<file path="src/rtl/fifo_pkg.sv">
// -----------------------------------------------------------------------------
// fifo_pkg
// Shared definitions for the asynchronous FIFO read- and write-side pointer
// controllers.
//   FIFO_ADDR_W : default memory address width (depth = 2**FIFO_ADDR_W)
//   PTR_MAX_W   : widest pointer the conversion helpers accept
//   bin2gray()  : binary -> Gray code
//   gray2bin()  : Gray code -> binary
// Both helpers are width-agnostic. Callers zero-extend a narrower pointer to
// PTR_MAX_W and truncate the result. Leading zeros do not change either
// conversion.
// -----------------------------------------------------------------------------
package fifo_pkg;

    localparam int FIFO_ADDR_W = 5;
    localparam int PTR_MAX_W   = 32;

    function automatic logic [PTR_MAX_W-1:0] bin2gray(input logic [PTR_MAX_W-1:0] b);
        return b ^ (b >> 1);
    endfunction

    // Binary bit i is the XOR of every Gray bit at position i and above.
    function automatic logic [PTR_MAX_W-1:0] gray2bin(input logic [PTR_MAX_W-1:0] g);
        logic [PTR_MAX_W-1:0] b;
        b = '0;
        for (int i = 0; i < PTR_MAX_W; i++) begin
            b[i] = ^(g >> i);
        end
        return b;
    endfunction

endpackage

</file>
<file path="src/rtl/fifo_rd_ptr_ctrl_if.sv">
// -----------------------------------------------------------------------------
// fifo_rd_ptr_ctrl_if
// Bundles the signals between the read-side pointer controller and its
// surroundings: the memory, the synchronizers and the consumer.
//   rd_en, wq2_wptr, clr_err           : into the controller
//   raddr, rptr, empty, almost_empty,
//   rd_level, underflow                : out of the controller
// Modport slave is the controller. Modport master is the logic around it.
// -----------------------------------------------------------------------------
interface fifo_rd_ptr_ctrl_if
    import fifo_pkg::*;
#(
    parameter int ADDR_W = FIFO_ADDR_W
);
    logic              rd_en;
    logic [ADDR_W:0]   wq2_wptr;
    logic              clr_err;
    logic [ADDR_W-1:0] raddr;
    logic [ADDR_W:0]   rptr;
    logic              empty;
    logic              almost_empty;
    logic [ADDR_W:0]   rd_level;
    logic              underflow;

    modport master (
        output rd_en, wq2_wptr, clr_err,
        input  raddr, rptr, empty, almost_empty, rd_level, underflow
    );

    modport slave (
        input  rd_en, wq2_wptr, clr_err,
        output raddr, rptr, empty, almost_empty, rd_level, underflow
    );

endinterface

</file>
<file path="src/rtl/fifo_rd_ptr_ctrl_gray_to_bin.sv">
// -----------------------------------------------------------------------------
// gray_to_bin
// Combinational Gray-to-binary converter (prefix XOR from the MSB down).
//   W      : pointer width
//   i_gray : Gray-coded input
//   o_bin  : binary equivalent
// -----------------------------------------------------------------------------
module gray_to_bin
    import fifo_pkg::*;
#(
    parameter int W = FIFO_ADDR_W + 1
) (
    input  logic [W-1:0] i_gray,
    output logic [W-1:0] o_bin
);

    // Each bit is reduced independently, so there is no ripple through o_bin.
    for (genvar i = 0; i < W; i++) begin : g_bit
        assign o_bin[i] = ^i_gray[W-1:i];
    end

endmodule

</file>
<file path="src/rtl/fifo_rd_ptr_ctrl.sv">
// -----------------------------------------------------------------------------
// fifo_rd_ptr_ctrl
// Read-side pointer and status controller of the asynchronous FIFO, in the
// read clock domain.
//   clk  : read-domain clock
//   rst  : synchronous, active-high reset
//   bus  : fifo_rd_ptr_ctrl_if.slave
//          rd_en        pop request
//          wq2_wptr     Gray write pointer, already synchronized into clk
//          clr_err      clears underflow
//          raddr        binary read address to the memory
//          rptr         Gray read pointer toward the write domain
//          empty        FIFO empty
//          almost_empty level <= AE_TH
//          rd_level     entries available, 0..2**ADDR_W
//          underflow    sticky: a pop was attempted while empty
// All outputs are registered. The status flags are computed from the
// next-state pointer, so a pop and its effect on empty/level land on the
// same edge.
// -----------------------------------------------------------------------------
module fifo_rd_ptr_ctrl
    import fifo_pkg::*;
#(
    parameter int ADDR_W = FIFO_ADDR_W,
    parameter int AE_TH  = 2
) (
    input  logic                 clk,
    input  logic                 rst,
    fifo_rd_ptr_ctrl_if.slave    bus
);

    localparam int              PTR_W  = ADDR_W + 1;
    localparam logic [PTR_W-1:0] AE_LVL = PTR_W'(AE_TH);

    logic [PTR_W-1:0]  r_rbin;
    logic [PTR_W-1:0]  r_rptr;
    logic [ADDR_W-1:0] r_raddr;
    logic              r_empty;
    logic              r_almost_empty;
    logic [PTR_W-1:0]  r_rd_level;
    logic              r_underflow;

    logic              w_pop;
    logic              w_underflow_set;
    logic [PTR_W-1:0]  w_rbin_next;
    logic [PTR_W-1:0]  w_rgray_next;
    logic [PTR_W-1:0]  w_wbin;
    logic [PTR_W-1:0]  w_level_next;

    gray_to_bin #(
        .W (PTR_W)
    ) u_gray_to_bin (
        .i_gray (bus.wq2_wptr),
        .o_bin  (w_wbin)
    );

    // A pop is accepted only against the registered empty flag. A request
    // while empty is recorded as underflow and leaves the pointer alone.
    assign w_pop           = bus.rd_en & ~r_empty;
    assign w_underflow_set = bus.rd_en &  r_empty;

    assign w_rbin_next  = r_rbin + PTR_W'(w_pop);
    assign w_rgray_next = PTR_W'(bin2gray(PTR_MAX_W'(w_rbin_next)));

    // Modulo subtraction. When the pointers have different MSBs and equal
    // LSBs, the result is exactly 2**ADDR_W (full).
    assign w_level_next = w_wbin - w_rbin_next;

    always_ff @(posedge clk) begin
        if (rst) begin
            r_rbin         <= '0;
            r_rptr         <= '0;
            r_raddr        <= '0;
            r_empty        <= 1'b1;
            r_almost_empty <= 1'b1;
            r_rd_level     <= '0;
            r_underflow    <= 1'b0;
        end else begin
            r_rbin         <= w_rbin_next;
            r_rptr         <= w_rgray_next;
            r_raddr        <= w_rbin_next[ADDR_W-1:0];
            r_empty        <= (w_rgray_next == bus.wq2_wptr);
            r_almost_empty <= (w_level_next <= AE_LVL);
            r_rd_level     <= w_level_next;
            // When set and clear occur in the same cycle, set wins.
            if (w_underflow_set) begin
                r_underflow <= 1'b1;
            end else if (bus.clr_err) begin
                r_underflow <= 1'b0;
            end
        end
    end

    assign bus.raddr        = r_raddr;
    assign bus.rptr         = r_rptr;
    assign bus.empty        = r_empty;
    assign bus.almost_empty = r_almost_empty;
    assign bus.rd_level     = r_rd_level;
    assign bus.underflow    = r_underflow;

endmodule
</file>
<file path="src/flat_wrapper.sv">
// flat-port wrapper written by rule: the top's interface ports become plain ports
module fifo_rd_ptr_ctrl_flat import fifo_pkg::*;
#(
    parameter int ADDR_W = FIFO_ADDR_W,
    parameter int AE_TH  = 2
)
  (clk, rst, bus_rd_en, bus_wq2_wptr, bus_clr_err, bus_raddr, bus_rptr, bus_empty, bus_almost_empty, bus_rd_level, bus_underflow);
  fifo_rd_ptr_ctrl_if #(.ADDR_W(ADDR_W)) bus_i ();
  input  logic clk;
  input  logic rst;
  input wire logic [$bits(bus_i.rd_en)-1:0] bus_rd_en;
  input wire logic [$bits(bus_i.wq2_wptr)-1:0] bus_wq2_wptr;
  input wire logic [$bits(bus_i.clr_err)-1:0] bus_clr_err;
  output wire logic [$bits(bus_i.raddr)-1:0] bus_raddr;
  output wire logic [$bits(bus_i.rptr)-1:0] bus_rptr;
  output wire logic [$bits(bus_i.empty)-1:0] bus_empty;
  output wire logic [$bits(bus_i.almost_empty)-1:0] bus_almost_empty;
  output wire logic [$bits(bus_i.rd_level)-1:0] bus_rd_level;
  output wire logic [$bits(bus_i.underflow)-1:0] bus_underflow;
  assign bus_i.rd_en = bus_rd_en;
  assign bus_i.wq2_wptr = bus_wq2_wptr;
  assign bus_i.clr_err = bus_clr_err;
  assign bus_raddr = bus_i.raddr;
  assign bus_rptr = bus_i.rptr;
  assign bus_empty = bus_i.empty;
  assign bus_almost_empty = bus_i.almost_empty;
  assign bus_rd_level = bus_i.rd_level;
  assign bus_underflow = bus_i.underflow;
  fifo_rd_ptr_ctrl #(.ADDR_W(ADDR_W), .AE_TH(AE_TH)) u_core (.clk(clk), .rst(rst), .bus(bus_i));
endmodule
</file>
<file path="config.mk">
export PLATFORM = sky130hd
export DESIGN_NAME = fifo_rd_ptr_ctrl_flat
export DESIGN_NICKNAME = d
export VERILOG_FILES = /design/src/rtl/fifo_pkg.sv /design/src/rtl/fifo_rd_ptr_ctrl_if.sv /design/src/rtl/fifo_rd_ptr_ctrl_gray_to_bin.sv /design/src/rtl/fifo_rd_ptr_ctrl.sv /design/src/flat_wrapper.sv
export SDC_FILE = /design/constraint.sdc
export NUM_CORES = 1
export LEC_CHECK = 0
export ABC_AREA = 1
export CORE_MARGIN = 3
export CORE_UTILIZATION = 66
export CTS_CLUSTER_DIAMETER = 50
export DETAILED_ROUTE_END_ITERATION = 8
export DONT_BUFFER_PORTS = 1
export PLACE_DENSITY = 0.88
export RECOVER_POWER = 100
export SLEW_MARGIN = 10
export SYNTH_ARGS = -nofsm -noshare
export SYNTH_HDL_FRONTEND = slang
export SYNTH_SLANG_ARGS = --single-unit
</file>
<file path="constraint.sdc">
create_clock -name clk -period 5.6 [get_ports clk]
set_clock_uncertainty 0.05 [all_clocks]
set_input_delay 1.12 -clock clk [delete_from_list [all_inputs] [get_ports clk]]
set_output_delay 1.12 -clock clk [all_outputs]
set_load 0.05 [all_outputs]
</file>
==> qor.csv, run 1 <==
metric,value,unit
antenna_found_initial,0,
drv_slew,0,
holdCritStartpoint,u_core.bus.underflow,
synth_cell_types,21,
rows,14,
post_route_cells_drive_above_1_share,11.8,%
cts_root_buffer,clkbuf_4,
cp.arrival,3.27,ns
routed_wl,2460,µm
grt_util_all_layers,22.4,%
grt_pass1_vias,974,
finalCritPeriodShare,55.5,%
synth.ff_latch_count,20,
cts-hold-fix-buffers,0,
critPathMaxFanout,4,
worstHoldPathType,reg -> reg,
die_w,48.9,µm
cts.sinks,20,
tns,0,ns
maxCapViolCount,0,
grt_max_degree,17,
dpl.hpwl,2010,µm
fin_area,1220,µm²
layout_setup_ws,2.49,ns
slew_headroom,51.9,%
syn_inst,168,
dieArea,2390,µm²
wl_met3,153,µm
power.density,279,nW/µm²
seq_area_frac_synth,33.0,%
drt_iter0_markers,32,
clk_latency,0.30,ns
tritoncts,yes,
top_layer_used,met4,
syn_area,1210,µm²
ir_worst_vdd,0.205,mV
diodes,0,
ios,30,
r2r-start,u_core.bus.empty,
synth_top_area_cell,dfxtp_1,
cp.required,5.76,ns
htreeDepth,1,
gp_congestion,0.890,
viasPerCell,5.12,
vias,989,
end_kind,flop,
start_kind,input port,
detail-route-antenna-nets,0,
remaining_drc_errors,0,
place_ws,2.32,ns
core_area,1610,µm²
yosysWarnings,0,
finalHoldViolations,0,
finalSetupViolCount,0,
synth_area_per_cell,7.22,µm²
synthToLayoutAreaGrowth,0.413,%
wl_met2,1220,µm
rsz0062_at_grt,false,
leakage,0.619,nW
path_class,in -> reg,
cts_resized,0,
post-route-min-period,3.11,ns
synth_top_cell_area_share,33.0,%
numCtsBuffers,3,
startpoint,bus_wq2_wptr[5],
status,completed,
met1Wirelength,1020,µm
start_util,75.2,%
overflow,0,
syn_nets,184,
grt_pass1_wl,4220,µm
io_buffers,0,
routedWlPerCell,12.7,µm
fin_nets,187,
drtPass1Iterations,4,
tightest_slew,0.720,ns
die_height,48.9,µm
cts.clk_slew.worst_paths,0.10,ns
hold_slack,0.655,ns
synth_area_leaders,"dfxtp_1 33%, nand2_1 12%, inv_1 7.1%",
finalPower,0.339,mW
cts_setup_buffers,0,
max_freq,0.322,GHz
placed_cell_area,1230,µm²
cts_buffer_depth,2,
-- cell usage after synthesis --
| master | count |
|---|---|
| o21ai_0 | 2 |
| nor2_2 | 3 |
| ha_1 | 5 |
| xor2_2 | 1 |
| inv_2 | 3 |
| a21oi_1 | 2 |
| fa_1 | 1 |
| dfxtp_1 | 20 |
| nand4_1 | 3 |
| nand2_1 | 40 |
| xor2_1 | 6 |
| inv_1 | 23 |
| nand3_4 | 2 |
| nand3b_1 | 2 |
| nand2_4 | 2 |
| xnor2_1 | 4 |
| nand2_2 | 13 |
| nor2_1 | 21 |
| nand3_2 | 3 |
| nand3_1 | 10 |
| clkbuf_1 | 2 |
-- metrics by stage --
step           std cells  util [%]
6_report             193      75.5
5_1_grt              193      75.5
4_1_cts              193      78.0
3_5_place_dp         190      76.6
3_3_place_gp         190      76.6
2_1_floorplan        168         -
-- flip-flops by register name (all words and copies together), names as in the netlist --
register,count
u_core.bus.almost_empty,1
u_core.bus.empty,1
u_core.bus.raddr,4
u_core.bus.underflow,1
u_core.r_rbin,1
u_core.bus.rd_level,6
u_core.bus.rptr,6
-- cell families (layout without fill, tap and decap cells) --
logic type                 count (synthesis)  after routing  share of synthesized area (%)
and+or+nand+nor                           99             99                           41.3
buffers and inverters                     28             29                           8.67
DFF                                       20             20                           33.0
xor gates and xnor gates                  11             11                           8.57
adders and majority gates                  6              6                           6.81
AOI/OAI and AO/OA                          4              4                           1.65
-- final cells by class --
type | count | area [µm²]
Inverter | 26 | 97.6
Fill cell | 134 | 394
Tap cell | 24 | 30.0
Clock buffer | 3 | 22.5
Sequential cell | 20 | 400
Multi-Input combinational cell | 120 | 667
-- worst paths after layout --
kind / end / slack (ns) / cells after the start
max reg2reg: u_core.bus.almost_empty / 2.82 / 15
max: u_core.bus.almost_empty / 2.49 / 16
min reg2reg: u_core.bus.underflow / 0.65 / 2
min: u_core.bus.underflow / 0.65 / 2
-- cell usage in the layout, fill, tap and decap left out --
cell type	Yosys	layout
nor2_2	3	1
fa_1	1	1
ha_1	5	5
nand4_1	3	3
nor2_1	21	23
clkbuf_4	0	3
xor2_1	6	7
inv_1	23	24
xnor2_1	4	4
nand3_1	10	11
inv_2	3	2
nand2_1	40	45
o21ai_0	2	2
nand3_4	2	2
nand2_2	13	10
a21oi_1	2	2
nand3_2	3	2
nand3b_1	2	2
dfxtp_1	20	20
-- where the power goes --
part | switching, mW | internal [mW]
sequential | 0.0485 | 0.154
combinational | 0.0413 | 0.0290
clock | 0.0411 | 0.0251
-- routing by layer --
| layer | vias up | track usage [%] |
|---|---|---|
| met1 | 436 | 25.7 |
| met3 | 7 | 5.20 |
| li1 | 514 | - |
| met5 | - | 0 |
| met4 | 0 | 11.4 |
| met2 | 32 | 38.5 |
-- worst max-delay path: stages --
cell     delay (ns)
inv_1          0.08
nand2_1        0.07
nand3_1        0.15
nand2_1        0.16
xor2_1         0.20
xor2_1         0.17
ha_1           0.24
fa_1           0.41
o21ai_0        0.19
nand2_1        0.07
nand2_1        0.08
nor2_1         0.05
nor2_1         0.15
nor2_2         0.04
nand2_1        0.06
inv_1          0.03
No activity file was read; power rests on OpenSTA's default activity.
==> inputs of run 2 (changes only) <==
--- a/config.mk
+++ b/config.mk
@@ -7,11 +7,11 @@
 export LEC_CHECK = 0
 export ABC_AREA = 1
 export CORE_MARGIN = 3
-export CORE_UTILIZATION = 66
+export CORE_UTILIZATION = 61
 export CTS_CLUSTER_DIAMETER = 50
 export DETAILED_ROUTE_END_ITERATION = 8
 export DONT_BUFFER_PORTS = 1
-export PLACE_DENSITY = 0.88
+export PLACE_DENSITY = 0.83
 export RECOVER_POWER = 100
 export SLEW_MARGIN = 10
 export SYNTH_ARGS = -nofsm -noshare
==> constraint.sdc (replaced) <==
create_clock -name clk -period 2.9 [get_ports clk]
set_clock_uncertainty 0.05 [all_clocks]
set_input_delay 0.58 -clock clk [delete_from_list [all_inputs] [get_ports clk]]
set_output_delay 0.58 -clock clk [all_outputs]
set_load 0.05 [all_outputs]
==> qor.csv, run 2 (same netlist as run 1, synthesis figures left out) <==
metric,value,unit,change
placed_cell_area,1270,µm²,was 1230 µm²
numCtsBuffers,3,,unchanged
cts_setup_buffers,0,,unchanged
cts_buffer_depth,2,,unchanged
cts.sinks,20,,unchanged
remaining_drc_errors,0,,unchanged
cts.clk_slew.worst_paths,0.12,ns,was 0.10 ns
routed_wl,2380,µm,was 2460 µm
layout_setup_ws,0.431,ns,was 2.49 ns
power_frac_clock,30.6,%,was 19.5%
max_freq,0.405,GHz,
dpl.hpwl,1880,µm,was 2010 µm
cp.arrival,2.64,ns,was 3.27 ns
start_kind,input port,,unchanged
grt_max_degree,17,,unchanged
dieArea,2560,µm²,was 2390 µm²
pwr-share-comb,19.0,%,was 20.7%
maxCapViolCount,0,,unchanged
cts-hold-fix-buffers,0,,unchanged
drtPass1Iterations,4,,unchanged
path_common_cell,nand2_1,,unchanged
overflow,0,,unchanged
antenna_found_initial,0,,unchanged
vias,1027,,was 989
place_ws,0.238,ns,was 2.32 ns
pwr-share-seq,50.4,%,was 59.8%
grt_util_all_layers,21.4,%,was 22.4%
fin_cells,199,,was 193
path_cells,"inv_1, nand2_1, nand3_1, nand2_1, xor2_1, xor2_1, ha_1, fa_1, o21ai_0, nand2_1, nand2_1, nor2_1, nor2_1, nor2_2, nand2_1, inv_1",,unchanged
ios,30,,unchanged
power.density,594,nW/µm²,was 279 nW/µm²
htreeDepth,1,,unchanged
rows,15,,was 14
tightest_slew,0.643,ns,was 0.720 ns
io_buffers,0,,unchanged
end_kind,flop,,unchanged
worstHoldPathType,in -> reg,,was reg -> reg
leakage,0.646,nW,was 0.619 nW
synthToLayoutAreaGrowth,4.85,%,was 0.413%
dp_cells,195,,was 190
routedWlPerCell,12.0,µm,was 12.7 µm
switching_share,34.5,%,was 38.6%
drt_iter0_markers,19,,was 32
cts_root_buffer,clkbuf_4,,unchanged
cts_resized,0,,unchanged
tritoncts,yes,,unchanged
gp_congestion,0.808,,was 0.890
detail-route-antenna-nets,0,,unchanged
die_w,50.6,µm,was 48.9 µm
internal_power,0.495,mW,was 0.209 mW
slew_headroom,57.1,%,was 51.9%
tns,0,ns,unchanged
die_height,50.6,µm,was 48.9 µm
critical-path-top-delay-family,simple AND/OR/NAND/NOR gates,,unchanged
final_common_cell,nand2_1,,unchanged
fin_nets,191,,was 187
post_route_cells_drive_above_1_share,13.2,%,was 11.8%
final_cell_mix,"45 x nand2_1, 24 x inv_1, 23 x nor2_1, 20 x dfxtp_1, 11 x nand3_1",,unchanged
crit_path_max_incr_delay,0.40,ns,was 0.41 ns
grt_pass1_vias,1013,,was 974
slowest_stage,fa_1,,unchanged
post-route-min-period,2.47,ns,
core_area,1800,µm²,was 1610 µm²
rsz0062_at_grt,false,,unchanged
grt_pass1_wl,4230,µm,was 4220 µm
clk_latency,0.31,ns,was 0.30 ns
status,completed,,unchanged
fin_area,1270,µm²,was 1220 µm²
finalSetupViolCount,0,,unchanged
drv_slew,0,,unchanged
viasPerCell,5.16,,was 5.12
finalCritPeriodShare,85.1,%,
critPathMaxFanout,4,,unchanged
cp.required,3.08,ns,was 5.76 ns
finalHoldViolations,0,,unchanged
ir_worst_vdd,0.482,mV,was 0.205 mV
path_class,in -> reg,,unchanged
cp_num_buf_inv,2,,unchanged
diodes,0,,unchanged
start_util,67.3,%,was 75.2%
netSwitchingPower,0.260,mW,was 0.131 mW
-- run 2: cell count changes in the layout (fill, tap and decap cells not counted), sizes merged --
cell,previous run,this run
clkbuf,3,5
bufinv,0,1
buf,0,2
-- run 2: per-layer routing --
metal	vias up	global-route usage (%)	share of wire [%]
met5	-	0	0
met4	0	7.17	1.0
met3	3	5.93	6.8
met2	24	38.3	51
met1	477	24.1	41
li1	523	-	-
-- run 2: worst paths after layout --
path / startpoint / endpoint / slack [ns] / cells past startpoint
setup reg to reg: u_core.bus.empty / u_core.bus.almost_empty / 0.49 / 16
hold / removal: rst / u_core.bus.rd_level[0] / 0.27 / 1
hold reg to reg: u_core.bus.raddr[0] / u_core.bus.raddr[0] / 0.66 / 3
setup / recovery: bus_wq2_wptr[5] / u_core.bus.almost_empty / 0.43 / 16
-- run 2: cell type report --
class	count	area, µm²
Clock inverter	1	30.0
Timing Repair Buffer	4	22.5
Tap cell	25	31.3
Multi-Input combinational cell	120	667
Inverter	26	97.6
Clock buffer	3	22.5
Fill cell	165	531
Sequential cell	20	400
-- run 2: metrics by stage --
stage               power (mW)  hold WS [ns]  utilization, %
global placement         0.532         0.600            70.3
global route             0.793         0.248            70.6
detailed placement       0.537         0.600            70.3
floorplan                0.511         0.630               -
finish                   0.755         0.267            70.6
CTS                      0.764         0.259            73.2
-- run 2: power by group through the flow --
| stage | sequential (mW) | combinational [mW] | clock, mW |
|---|---|---|---|
| after detailed placement | 0.388 | 0.149 | 0 |
| after floorplan | 0.395 | 0.116 | 0 |
| after global routing | 0.384 | 0.164 | 0.245 |
| after global placement | 0.387 | 0.144 | 0 |
| final | 0.380 | 0.143 | 0.231 |
| after CTS | 0.381 | 0.151 | 0.232 |
